`config.mk`:
```
export PLATFORM = sky130hd
export DESIGN_NAME = seq_divider
export DESIGN_NICKNAME = d
export VERILOG_FILES = /design/src/rtl/cpu_alu_pkg.sv /design/src/rtl/div_step.sv /design/src/rtl/seq_divider.sv
export SDC_FILE = /design/constraint.sdc
export NUM_CORES = 1
export LEC_CHECK = 0
export ABC_AREA = 1
export CORE_AREA = 2 2 360 362
export DETAILED_ROUTE_END_ITERATION = 10
export DIE_AREA = 0 0 362 364
export SYNTH_ARGS = -nofsm -noshare
export SYNTH_HDL_FRONTEND = slang
export SYNTH_HIERARCHICAL = 1
export SYNTH_SLANG_ARGS = --single-unit
```
`constraint.sdc`:
```
create_clock -name i_clk -period 11.72 [get_ports i_clk]
set_input_delay 2.344 -clock i_clk [delete_from_list [all_inputs] [get_ports i_clk]]
set_output_delay 2.344 -clock i_clk [all_outputs]
set_load 0.02 [all_outputs]
```
`src/rtl/cpu_alu_pkg.sv`:
```
// Shared ALU definitions: default datapath width, divider FSM states, divider corner-case constants.
package cpu_alu_pkg;

    localparam int DATA_W = 64;

    typedef enum logic [1:0] {
        DIV_IDLE = 2'd0,
        DIV_RUN  = 2'd1,
        DIV_DONE = 2'd2
    } div_state_e;

    localparam logic [DATA_W-1:0] DIV0_QUOTIENT = '1;
    localparam logic [DATA_W-1:0] SIGNED_MIN    = {1'b1, {(DATA_W-1){1'b0}}};

endpackage

```
`src/rtl/div_step.sv`:
```
// One restoring-division step: shift in the next dividend bit, trial-subtract |divisor|, keep or restore.
// Combinational, no flow control; this is the only subtractor in the iteration path.
module div_step #(
    parameter int DATA_W = 64
) (
    input  logic [DATA_W-1:0] i_rem,
    input  logic              i_bit,
    input  logic [DATA_W-1:0] i_divisor,
    output logic [DATA_W-1:0] o_rem,
    output logic              o_q_bit
);

    logic [DATA_W:0] shifted;
    logic [DATA_W:0] trial;

    // The partial remainder is always below the divisor, so a set carry-out bit of the
    // shift already guarantees the subtraction succeeds; the difference then fits DATA_W bits.
    always_comb begin
        shifted = {i_rem, i_bit};
        trial   = {1'b0, shifted[DATA_W-1:0]} - {1'b0, i_divisor};
        o_q_bit = shifted[DATA_W] | ~trial[DATA_W];
        o_rem   = o_q_bit ? trial[DATA_W-1:0] : shifted[DATA_W-1:0];
    end

endmodule

```
`src/rtl/seq_divider.sv`:
```
// Iterative signed/unsigned divider with RISC-V corner cases; valid/ready on request and result.
// Latency DATA_W cycles (1 for divide-by-zero / overflow); result held in DONE until i_ready.
module seq_divider #(
    parameter int DATA_W = cpu_alu_pkg::DATA_W
) (
    input  logic              i_clk,
    input  logic              i_rst,
    input  logic              i_valid,
    output logic              o_ready,
    input  logic              i_signed,
    input  logic [DATA_W-1:0] i_dividend,
    input  logic [DATA_W-1:0] i_divisor,
    output logic              o_valid,
    input  logic              i_ready,
    output logic [DATA_W-1:0] o_quotient,
    output logic [DATA_W-1:0] o_remainder,
    output logic              o_div_by_zero
);
    import cpu_alu_pkg::*;

    localparam int CNT_W = $clog2(DATA_W) + 1;
    localparam logic [DATA_W-1:0] MIN_NEG = {1'b1, {(DATA_W-1){1'b0}}};
    localparam logic [DATA_W-1:0] ALL_ONES = {DATA_W{1'b1}};

    div_state_e        state_q, state_d;
    logic [CNT_W-1:0]  cnt_q, cnt_d;
    logic [DATA_W-1:0] r_q, r_d;
    logic [DATA_W-1:0] q_q, q_d;
    logic [DATA_W-1:0] div_q, div_d;
    logic              neg_quo_q, neg_quo_d;
    logic              neg_rem_q, neg_rem_d;
    logic              spec_dbz_q, spec_dbz_d;
    logic              spec_ovf_q, spec_ovf_d;
    logic [DATA_W-1:0] quo_q, quo_d;
    logic [DATA_W-1:0] rem_q, rem_d;
    logic              dbz_q, dbz_d;
    logic              ready_q, ready_d;
    logic              valid_q, valid_d;

    logic [DATA_W-1:0] step_rem;
    logic              step_bit;
    logic [DATA_W-1:0] q_next;
    logic              dvd_neg;
    logic              dvs_neg;

    div_step #(.DATA_W(DATA_W)) u_step (
        .i_rem     (r_q),
        .i_bit     (q_q[DATA_W-1]),
        .i_divisor (div_q),
        .o_rem     (step_rem),
        .o_q_bit   (step_bit)
    );

    always_comb begin
        state_d    = state_q;
        cnt_d      = cnt_q;
        r_d        = r_q;
        q_d        = q_q;
        div_d      = div_q;
        neg_quo_d  = neg_quo_q;
        neg_rem_d  = neg_rem_q;
        spec_dbz_d = spec_dbz_q;
        spec_ovf_d = spec_ovf_q;
        quo_d      = quo_q;
        rem_d      = rem_q;
        dbz_d      = dbz_q;
        q_next     = {q_q[DATA_W-2:0], step_bit};
        dvd_neg    = i_signed & i_dividend[DATA_W-1];
        dvs_neg    = i_signed & i_divisor[DATA_W-1];

        case (state_q)
            DIV_IDLE: begin
                if (i_valid) begin
                    state_d    = DIV_RUN;
                    r_d        = '0;
                    spec_dbz_d = 1'b0;
                    spec_ovf_d = 1'b0;
                    // Corner cases spend one RUN cycle so their result lands one edge after acceptance.
                    if (i_divisor == '0) begin
                        spec_dbz_d = 1'b1;
                        cnt_d      = CNT_W'(1);
                        q_d        = i_dividend;
                    end else if (i_signed && i_dividend == MIN_NEG && i_divisor == ALL_ONES) begin
                        spec_ovf_d = 1'b1;
                        cnt_d      = CNT_W'(1);
                        q_d        = i_dividend;
                    end else begin
                        cnt_d     = CNT_W'(DATA_W);
                        q_d       = dvd_neg ? -i_dividend : i_dividend;
                        div_d     = dvs_neg ? -i_divisor : i_divisor;
                        neg_quo_d = dvd_neg ^ dvs_neg;
                        neg_rem_d = dvd_neg;
                    end
                end
            end
            DIV_RUN: begin
                if (spec_dbz_q) begin
                    quo_d   = ALL_ONES;
                    rem_d   = q_q;
                    dbz_d   = 1'b1;
                    state_d = DIV_DONE;
                end else if (spec_ovf_q) begin
                    quo_d   = q_q;
                    rem_d   = '0;
                    dbz_d   = 1'b0;
                    state_d = DIV_DONE;
                end else begin
                    r_d   = step_rem;
                    q_d   = q_next;
                    cnt_d = cnt_q - CNT_W'(1);
                    if (cnt_q == CNT_W'(1)) begin
                        quo_d   = neg_quo_q ? -q_next : q_next;
                        rem_d   = neg_rem_q ? -step_rem : step_rem;
                        dbz_d   = 1'b0;
                        state_d = DIV_DONE;
                    end
                end
            end
            DIV_DONE: begin
                if (i_ready) begin
                    state_d = DIV_IDLE;
                end
            end
            default: state_d = DIV_IDLE;
        endcase

        ready_d = (state_d == DIV_IDLE);
        valid_d = (state_d == DIV_DONE);
    end

    always_ff @(posedge i_clk or posedge i_rst) begin
        if (i_rst) begin
            state_q    <= DIV_IDLE;
            cnt_q      <= '0;
            r_q        <= '0;
            q_q        <= '0;
            div_q      <= '0;
            neg_quo_q  <= 1'b0;
            neg_rem_q  <= 1'b0;
            spec_dbz_q <= 1'b0;
            spec_ovf_q <= 1'b0;
            quo_q      <= '0;
            rem_q      <= '0;
            dbz_q      <= 1'b0;
            ready_q    <= 1'b1;
            valid_q    <= 1'b0;
        end else begin
            state_q    <= state_d;
            cnt_q      <= cnt_d;
            r_q        <= r_d;
            q_q        <= q_d;
            div_q      <= div_d;
            neg_quo_q  <= neg_quo_d;
            neg_rem_q  <= neg_rem_d;
            spec_dbz_q <= spec_dbz_d;
            spec_ovf_q <= spec_ovf_d;
            quo_q      <= quo_d;
            rem_q      <= rem_d;
            dbz_q      <= dbz_d;
            ready_q    <= ready_d;
            valid_q    <= valid_d;
        end
    end

    assign o_ready       = ready_q;
    assign o_valid       = valid_q;
    assign o_quotient    = quo_q;
    assign o_remainder   = rem_q;
    assign o_div_by_zero = dbz_q;

endmodule

```
After elaboration in Yosys (flattened, before gate mapping)
Cells that the tools add are included.
{ "totals": {"romBits": 0, "in_bits": 133, "wordCells": 86, "reg_bits": 336, "memories": 0, "ram_bits": 0, "output_inout_bits": 131, "latch_bits": 0} }
{ "op_classes": {"reduce_logical": 11, "magnitude_cmp": 0, "bitwise": 7, "multipliers": 0, "mux": 39, "n_div": 0, "add_sub_neg": 6, "n_eq_ne": 9, "shifts": 0} }
{ "op_table": {"columns": ["op", "count"], "rows": [
  ["64-bit 2-to-1 mux", 19],
  ["64-bit negation", 4],
  ["64-bit case mux with 2 select lines", 2],
  ["64-bit == test, second input constant", 2],
  ["64-bit by 64-bit subtractor with 65-bit output", 1],
  ["64-bit zero test", 1],
  ["7-bit 2-to-1 mux", 5],
  ["7-bit case mux with 2 select lines", 1],
  ["2-bit 2-to-1 mux", 5],
  ["4-bit AND reduction", 2],
  ["7-bit by 1-bit == test with 1-bit output, second input constant", 1],
  ["7-bit by 1-bit subtractor with 7-bit output, second input constant", 1],
  ["1-bit 2-to-1 mux", 6],
  ["2-bit != test, second input constant", 3],
  ["2-bit case mux with 3 select lines", 1],
  ["2-bit == test, second input constant", 2],
  ["2-bit zero test", 2],
  ["2-bit AND reduction", 2],
  ["1-bit NOT", 3],
  ["3-bit nonzero test", 1],
  ["1-bit AND", 2],
  ["2-bit by 1-bit == test with 1-bit output, second input constant", 1],
  ["1-bit logical AND", 2],
  ["2-bit nonzero test", 1],
  ["2 further kinds", 2]
]} }

Depth between registers and ports, before layout
Gate-level depths: netlist (run 1).
{ "depth": {"word_depth": 9, "mapped_depth": 31} }

Hierarchy
Netlist (run 1), hierarchy kept.
{ "by_module_without_submodules": {"columns": ["mod", "cells_each", "seq_area_each_um2", "area_per_inst_um2", "n_inst"], "rows": [
  ["seq_divider", 3928, 8409.3, 24413.4, 1],
  ["div_step", 1598, 0.0, 7289.5, 1]
]} }

Least setup slack after synthesis (run 1)
OpenSTA, ideal clock, no wires.
{ "synth_path": {"kind": "input to register", "start": "input port i_divisor[0]", "end": "register div_q[17]", "stages": 13, "setup_time_ns": 0.123, "path_slack_ns": 7.741, "arrival_time_ns": 3.856, "cell_sequence": "inv_1 -> ha_1 -> nand2_1 -> nor2_4 -> nand3_2 -> nor2_4 -> nand4_4 -> nand2_2 -> inv_2 -> nand2_4 -> buf_12 -> buf_4 -> o21ai_1"} }
{ "synth_via": {"elab_chain_cells": 4, "word_cells_on_any_way": 8} }
{ "synth_rtl": {"columns": ["item", "line", "rtl"], "rows": [
  ["start: declaration", "seq_divider.sv:12", "input logic [DATA_W-1:0] i_divisor,"],
  ["parallel branches: the longest is 4 deep, another holds 64-bit negation", null, null],
  ["end signal: assignment", "seq_divider.sv:152", "div_q <= div_d;"],
  ["end: declaration", "seq_divider.sv:29", "logic [DATA_W-1:0] div_q, div_d;"]
]} }
Several ways; the timed one is not identified.
A chain may end at the register's enable or synchronous reset.

Worst setup path in the final report (run 1)
{ "layout_path": {"start": "input port i_dividend[54]", "end": "register div_q[55]"} }
{ "layout_via": {"elab_chain_cells": 5} }
{ "layout_rtl": {"columns": ["item", "line", "rtl"], "rows": [
  ["start: declaration", "seq_divider.sv:11", "input logic [DATA_W-1:0] i_dividend,"],
  ["64-bit == test", "seq_divider.sv:83", "end else if (i_signed && i_dividend == MIN_NEG && i_divisor == ALL_ONES) begin"],
  ["1-bit logical AND (2 in series)", "seq_divider.sv:83", null],
  ["1-bit NOT (no source line)", null, null],
  ["4-bit AND reduction (no source line)", null, null]
]} }
No other way between the ends.

==> results.toml, run 1 <==
[timing]
min_period_ns = 6.40
worst_pin_slew_ns = 1.13
maxSlewViolCount = 0
finalHoldViolCount = 0
relSlewSlack_pct = 23.9
finalSetupViolCount = 0
skew_ns = 0.0471
rsz0062_at_grt = "false"
fmax_mhz = 156
tns_ns = 0
fin_crit_sh_pct = 54.6

[floorplanning]
dieArea_um2 = 132000
num_io_pins = 264
core_um2 = 128000
row_count = 132
fp.dieW_um = 362
start_util_pct = 24.7
die_h_um = 364

[global_route]
grt_pass1_wl_mm = 224
grt_antenna_before_repair = 5
grt_usage_pct = 22.5
use_met1_pct = 30.5
met2_usage_pct = 36.5
gr-total-overflow = 0
grt_max_degree = 137
grt_pass1_vias = 34200
use_met3_pct = 2.89
grt.busiest_layer = "met2"

[logic_synthesis]
synth-simple-area-share_pct = 44.7
synthesis.area_um2 = 31700
synth_nets = 5731
ys_seq_elements = 336
synthXorXnorAreaFrac_pct = 3.07
post_synth_num_cell_types = 52
synthArstFlopShare_pct = 100
synth-edff-count = 0
syn_avg_cell_area_um2 = 5.74
yosysWarnings = 6
synth.area.mux_share_pct = 0
seq_area_frac_synth_pct = 26.5
synth_flop_cell = "dfrtp_1"
synth_top_family_by_area = "simple AND/OR/NAND/NOR gates"
synthCells = 5526
synth_compound_area_share_pct = 11.4
synthAdderAreaFrac_pct = 2.87

[route]
vias_per_cell = 5.00
first_iter_violations = 3944
wl_mm = 153
detail-route-antenna-nets = 0
firstDrtPassIters = 7
post-route-drc-count = 0
wl_per_cell_um = 20.7
vias = 36900

[clocking]
htree_levels = 2
cts.sinks = 336
hold_buffers = 0
numCtsBuffers = 40
cts_setup_buffers = 0
worstSkewPairLatency_ns = 0.61
cts_tree = "yes"
post_cts_resized = 0
cts_max_path_buffers = 3
clock-root-buffer = "clkbuf_16"
path_clk_slew_ns = 0.06

[setup_path]
critPathArrivalTime_ns = 6.82
cp-start-kind = "input pin"
worst-path-max-fanout = 88
path_class = "input pin to flop"
required_ns = 12.14
cp-end-kind = "flop"

[pwr]
ir_drop_v = 0.000154
power_density_nw_per_um2 = 225
total_leakage_power_uw = 0.0186

[place]
io_buffers = 263
hpwlAfterDp_mm = 124
dp_cells = 7299
place_congestion = 0.981
postPlaceCellArea_um2 = 35800

[cells_and_area]
area_growth_pct = 17.5
layout-drive-gt1-share_pct = 3.86
nets = 5871
final_cells = 7373
fillers = 14400
stdcell_area_um2 = 37200

[job]
timing.max_cap.violations = 0

[min_path]
hp-class = "flop to flop"

[status]
run_status = "complete, no violations"
[state kept, by name (all words and copies together), names as in the netlist]
register,flops
cnt_q,7
div_q,64
neg_quo_q,1
neg_rem_q,1
o_div_by_zero,1
o_quotient,64
o_ready,1
o_remainder,64
o_valid,1
q_q,64
r_q,64
spec_dbz_q,1
spec_ovf_q,1
state_q,2
[layout make-up]
class / instances / area, um2 / area share [%]
Tap cell: 1675 / 2100 / 5.63
Sequential cell: 336 / 8410 / 22.6
Timing Repair Buffer: 292 / 2860 / 7.69
Multi-Input combinational cell: 4273 / 19700 / 52.9
Clock inverter: 17 / 259 / 0.696
Inverter: 723 / 2730 / 7.32
Clock buffer: 56 / 1160 / 3.12
Antenna cell: 1 / 2.50 / 0.00672
[critical path, stage by stage]
cell and delay (ns):
clkdlybuf4s50_1 0.54, nor2_1 0.25, nand2_1 0.13, inv_1 0.07
nand2_1 0.32, nor2_1 0.19, nand2_1 0.08, nor2_1 0.50
nand3_2 0.77, nand2_4 0.57, buf_4 0.77, o21ai_0 0.23
[synthesized netlist by cell type, types with 5 or more instances]
cell	n	area, um2
dfrtp_1	335	8380
buf_1	20	75.1
a21oi_1	366	1830
clkbuf_1	123	462
nor2_2	20	125
xnor2_1	19	166
buf_2	36	180
xor2_1	92	806
buf_6	9	101
nor4_1	5	31.3
or2_2	6	37.5
o211ai_1	11	82.6
nand3_1	511	2560
o21ai_1	42	210
nand3b_1	9	67.6
ha_1	71	888
inv_2	25	93.8
nor3_1	48	240
a21boi_0	7	52.6
nor2_1	755	2830
nand3_2	12	120
inv_1	695	2610
a31oi_1	7	43.8
nand2_2	24	150
o21ai_2	10	87.6
nand4_1	82	513
nor2_4	6	67.6
o21ai_0	137	686
o21bai_1	6	45.0
nand2_1	1929	7240
o31ai_1	67	503
[cells by family after synthesis]
family          Yosys count
buf+inv                 917
compound gates          664
simple gates           3426
fa+ha+maj                72
xor+xnor                111
flops                   336
[worst paths after layout]
check | start | cells past startpoint | slack, ns | to
min | div_q[41] | 2 | 0.48 | div_q[41]
min reg2reg | div_q[41] | 2 | 0.48 | div_q[41]
max in group asynchronous | i_rst | 4 | 7.21 | neg_rem_q
max | i_dividend[54] | 12 | 5.32 | div_q[55]
min in group asynchronous | i_rst | 2 | 2.32 | o_remainder[57]
max reg2reg | div_q[0] | 26 | 6.27 | o_remainder[48]
[where the power goes]
| part | switching (uW) | internal, uW |
|---|---|---|
| Sequential | 630 | 1620 |
| Clock | 565 | 812 |
| Combinational | 3290 | 1450 |
[layout by cell type (no fill, tap or decap), types with 6 or more instances in the layout]
cell             Yosys  routed
clkbuf_1           123       7
inv_2               25      23
buf_4                2      28
xnor2_1             19      19
clkbuf_8             0       8
o31ai_1             67      67
xor2_1              92      92
nor2_4               6       8
a21oi_1            366     365
o21bai_1             6       6
ha_1                71      71
nor3_1              48      48
inv_1              695     694
o21ai_1             42      42
nand3_2             12      13
nand2_1           1929    1928
clkbuf_16            0      41
o21ai_0            137     137
nand3_1            511     510
nor2_1             755     754
dfrtp_1            335     331
a21boi_0             7       7
o211ai_1            11      11
nand4_1             82      82
clkdlybuf4s50_1      0     263
or2_2                6       6
nand3b_1             9       9
nand2_2             24      25
o21ai_2             10      10
a31oi_1              7       7
nor2_2              20      19
[metrics by stage]
step	utilization (%)	setup WS, ns	total power, uW	hold WS, ns
after floorplan	-	0.0678	4970	0.442
after detailed placement	27.9	4.79	6890	0.466
after global routing	29.0	5.05	8920	0.507
final	29.0	5.32	8360	0.476
after global placement	27.9	4.83	6870	0.466
after CTS	29.0	5.41	8300	0.478
[per-layer routing]
metal / wire, um / up-vias
met3: 11000 / 240
li1: - / 17800
met4: 6560 / 6
met5: 41 / -
met1: 66200 / 17300
met2: 69000 / 1540
Power figures use the tool's default switching activity.
==> run 2: changes to the inputs <==
- clock period: 11.72 -> 5.9 ns (I/O delays scaled with it)
==> run 2 against run 1 <==
Against the previous run:
- core utilization is 0.090 points higher
- non-clock buffer count is 9 higher
- cell count is 0.19% higher
- die area stayed put
- hold slack better by 0.0082 ns
- sequential power is 99% higher
- via count is 0.39% lower
- first-iteration DRC count is 5.1% higher
- register-to-register slack worse by 5.5 ns
- total power is 99% higher
- clock skew is 0.0026 ns lower
- clock power is 99% higher
- critical endpoint is now o_remainder[41]
==> results.toml, run 2 (same netlist as run 1, synthesis figures left out) <==
[status]
run_status = "complete, no violations"

[pwr]
p_sw_share_pct = 53.8
total_leakage_power_uw = 0.0186
power_density_nw_per_um2 = 445
internal_power_uw = 7690
pwr-share-seq_pct = 26.9
p_switching_uw = 8950
pwr-share-comb_pct = 56.6
clockPowerShare_pct = 16.5
ir_drop_v = 0.000332
power.total_uw = 16600

[cells_and_area]
mostFrequentLayoutCells = "nand2_1, nor2_1, inv_1"
final_common_cell = "nand2_1"
multi_input_area_um2 = 19700
layout-drive-gt1-share_pct = 4.13
stdcell_area_um2 = 37400
area_growth_pct = 17.8
finish.utilization_pct = 29.1
nets = 5883
fillers = 14400
regArea_um2 = 8410

[clocking]
cts_tree = "yes"
clock-root-buffer = "clkbuf_16"
worstSkewPairLatency_ns = 0.61
cts.sinks = 336
cts_max_path_buffers = 3
cts_setup_buffers = 0
path_clk_slew_ns = 0.06
numCtsBuffers = 43
htree_levels = 2
hold_buffers = 0
post_cts_resized = 0

[setup_path]
path_class = "flop to flop"
required_ns = 6.42
worst-path-max-fanout = 20
slowest_delay_ns = 0.48
slowest_stage = "dfrtp_1"
critPathArrivalTime_ns = 5.70
crit_top_cell = "nand3_1"
cp-end-kind = "flop"
cp-start-kind = "flop"

[timing]
finalHoldViolCount = 0
skew_ns = 0.0445
finalSetupViolCount = 0
relSlewSlack_pct = 30.7
maxSlewViolCount = 0
tns_ns = 0
hold_slack_ns = 0.484
fin_crit_sh_pct = 87.8
worst_pin_slew_ns = 1.04
min_period_ns = 5.18
rsz0062_at_grt = "false"
fmax_mhz = 193

[route]
vias = 36700
post-route-drc-count = 0
detail-route-antenna-nets = 0
first_iter_violations = 4147
wl_mm = 154
vias_per_cell = 4.97
firstDrtPassIters = 8
wl_per_cell_um = 20.9

[place]
io_buffers = 263
place_congestion = 1.01
postPlaceCellArea_um2 = 35900
hpwlAfterDp_mm = 124

[floorplanning]
core_um2 = 128000
die_h_um = 364
fp.dieW_um = 362
num_io_pins = 264
start_util_pct = 24.7
row_count = 132
dieArea_um2 = 132000

[global_route]
grt_pass1_vias = 34600
grt_usage_pct = 22.9
grt_antenna_before_repair = 9
gr-total-overflow = 0
grt_max_degree = 225
grt_pass1_wl_mm = 229

[min_path]
hp-class = "flop to flop"

[job]
timing.max_cap.violations = 0
run 2: area by class of cell:
cell class                      count  area share, %
Antenna cell                        1        0.00670
Clock inverter                     19          0.506
Multi-Input combinational cell   4273           52.8
Tap cell                         1675           5.61
Sequential cell                   336           22.5
Inverter                          723           7.29
Timing Repair Buffer              301           7.95
Clock buffer                       59           3.34
run 2: metal layers:
metal | up-vias | GRT usage, % | part of all wire (%)
met1 | 17300 | 31.3 | 44
met5 | - | 0 | 0.045
met3 | 187 | 2.90 | 7.2
met2 | 1451 | 38.1 | 46
li1 | 17800 | - | -
met4 | 10 | 5.71 | 2.6
run 2: worst paths after layout:
check,startpoint,slack [ns],cells past startpoint,to
hold / removal,div_q[35],0.48,2,div_q[35]
hold reg to reg,div_q[35],0.48,2,div_q[35]
min in group asynchronous,i_rst,0.92,2,o_remainder[55]
setup / recovery,q_q[63],0.72,26,o_remainder[41]
max in group asynchronous,i_rst,3.59,3,spec_dbz_q
setup reg to reg,q_q[63],0.72,26,o_remainder[41]
run 2: power by group through the flow:
stage               clock (uW)  sequential, uW  combinational [uW]
CTS                       2790            4450                9300
global placement             0            4490                9220
detailed placement           0            4480                9250
floorplan                    0            4330                5540
finish                    2740            4480                9410
global route              2880            4550               10400
run 2: worst max-delay path: cells and delay by family (launching register included):
kind / cells / cell delay (ns)
buffers and inverters: 2 / 0.22
flip-flops: 1 / 0.48
AO/OA/AOI/OAI: 1 / 0.21
AND/OR/NAND/NOR: 21 / 3.46
adder cells (fa/ha/maj): 2 / 0.68
run 2: through the flow:
stage	setup WS, ns	cells
3_3_place_gp	0.884	7308
4_1_cts	0.794	7386
2_1_floorplan	0.230	5526
5_1_grt	0.448	7386
6_report	0.721	7387
3_5_place_dp	0.830	7308
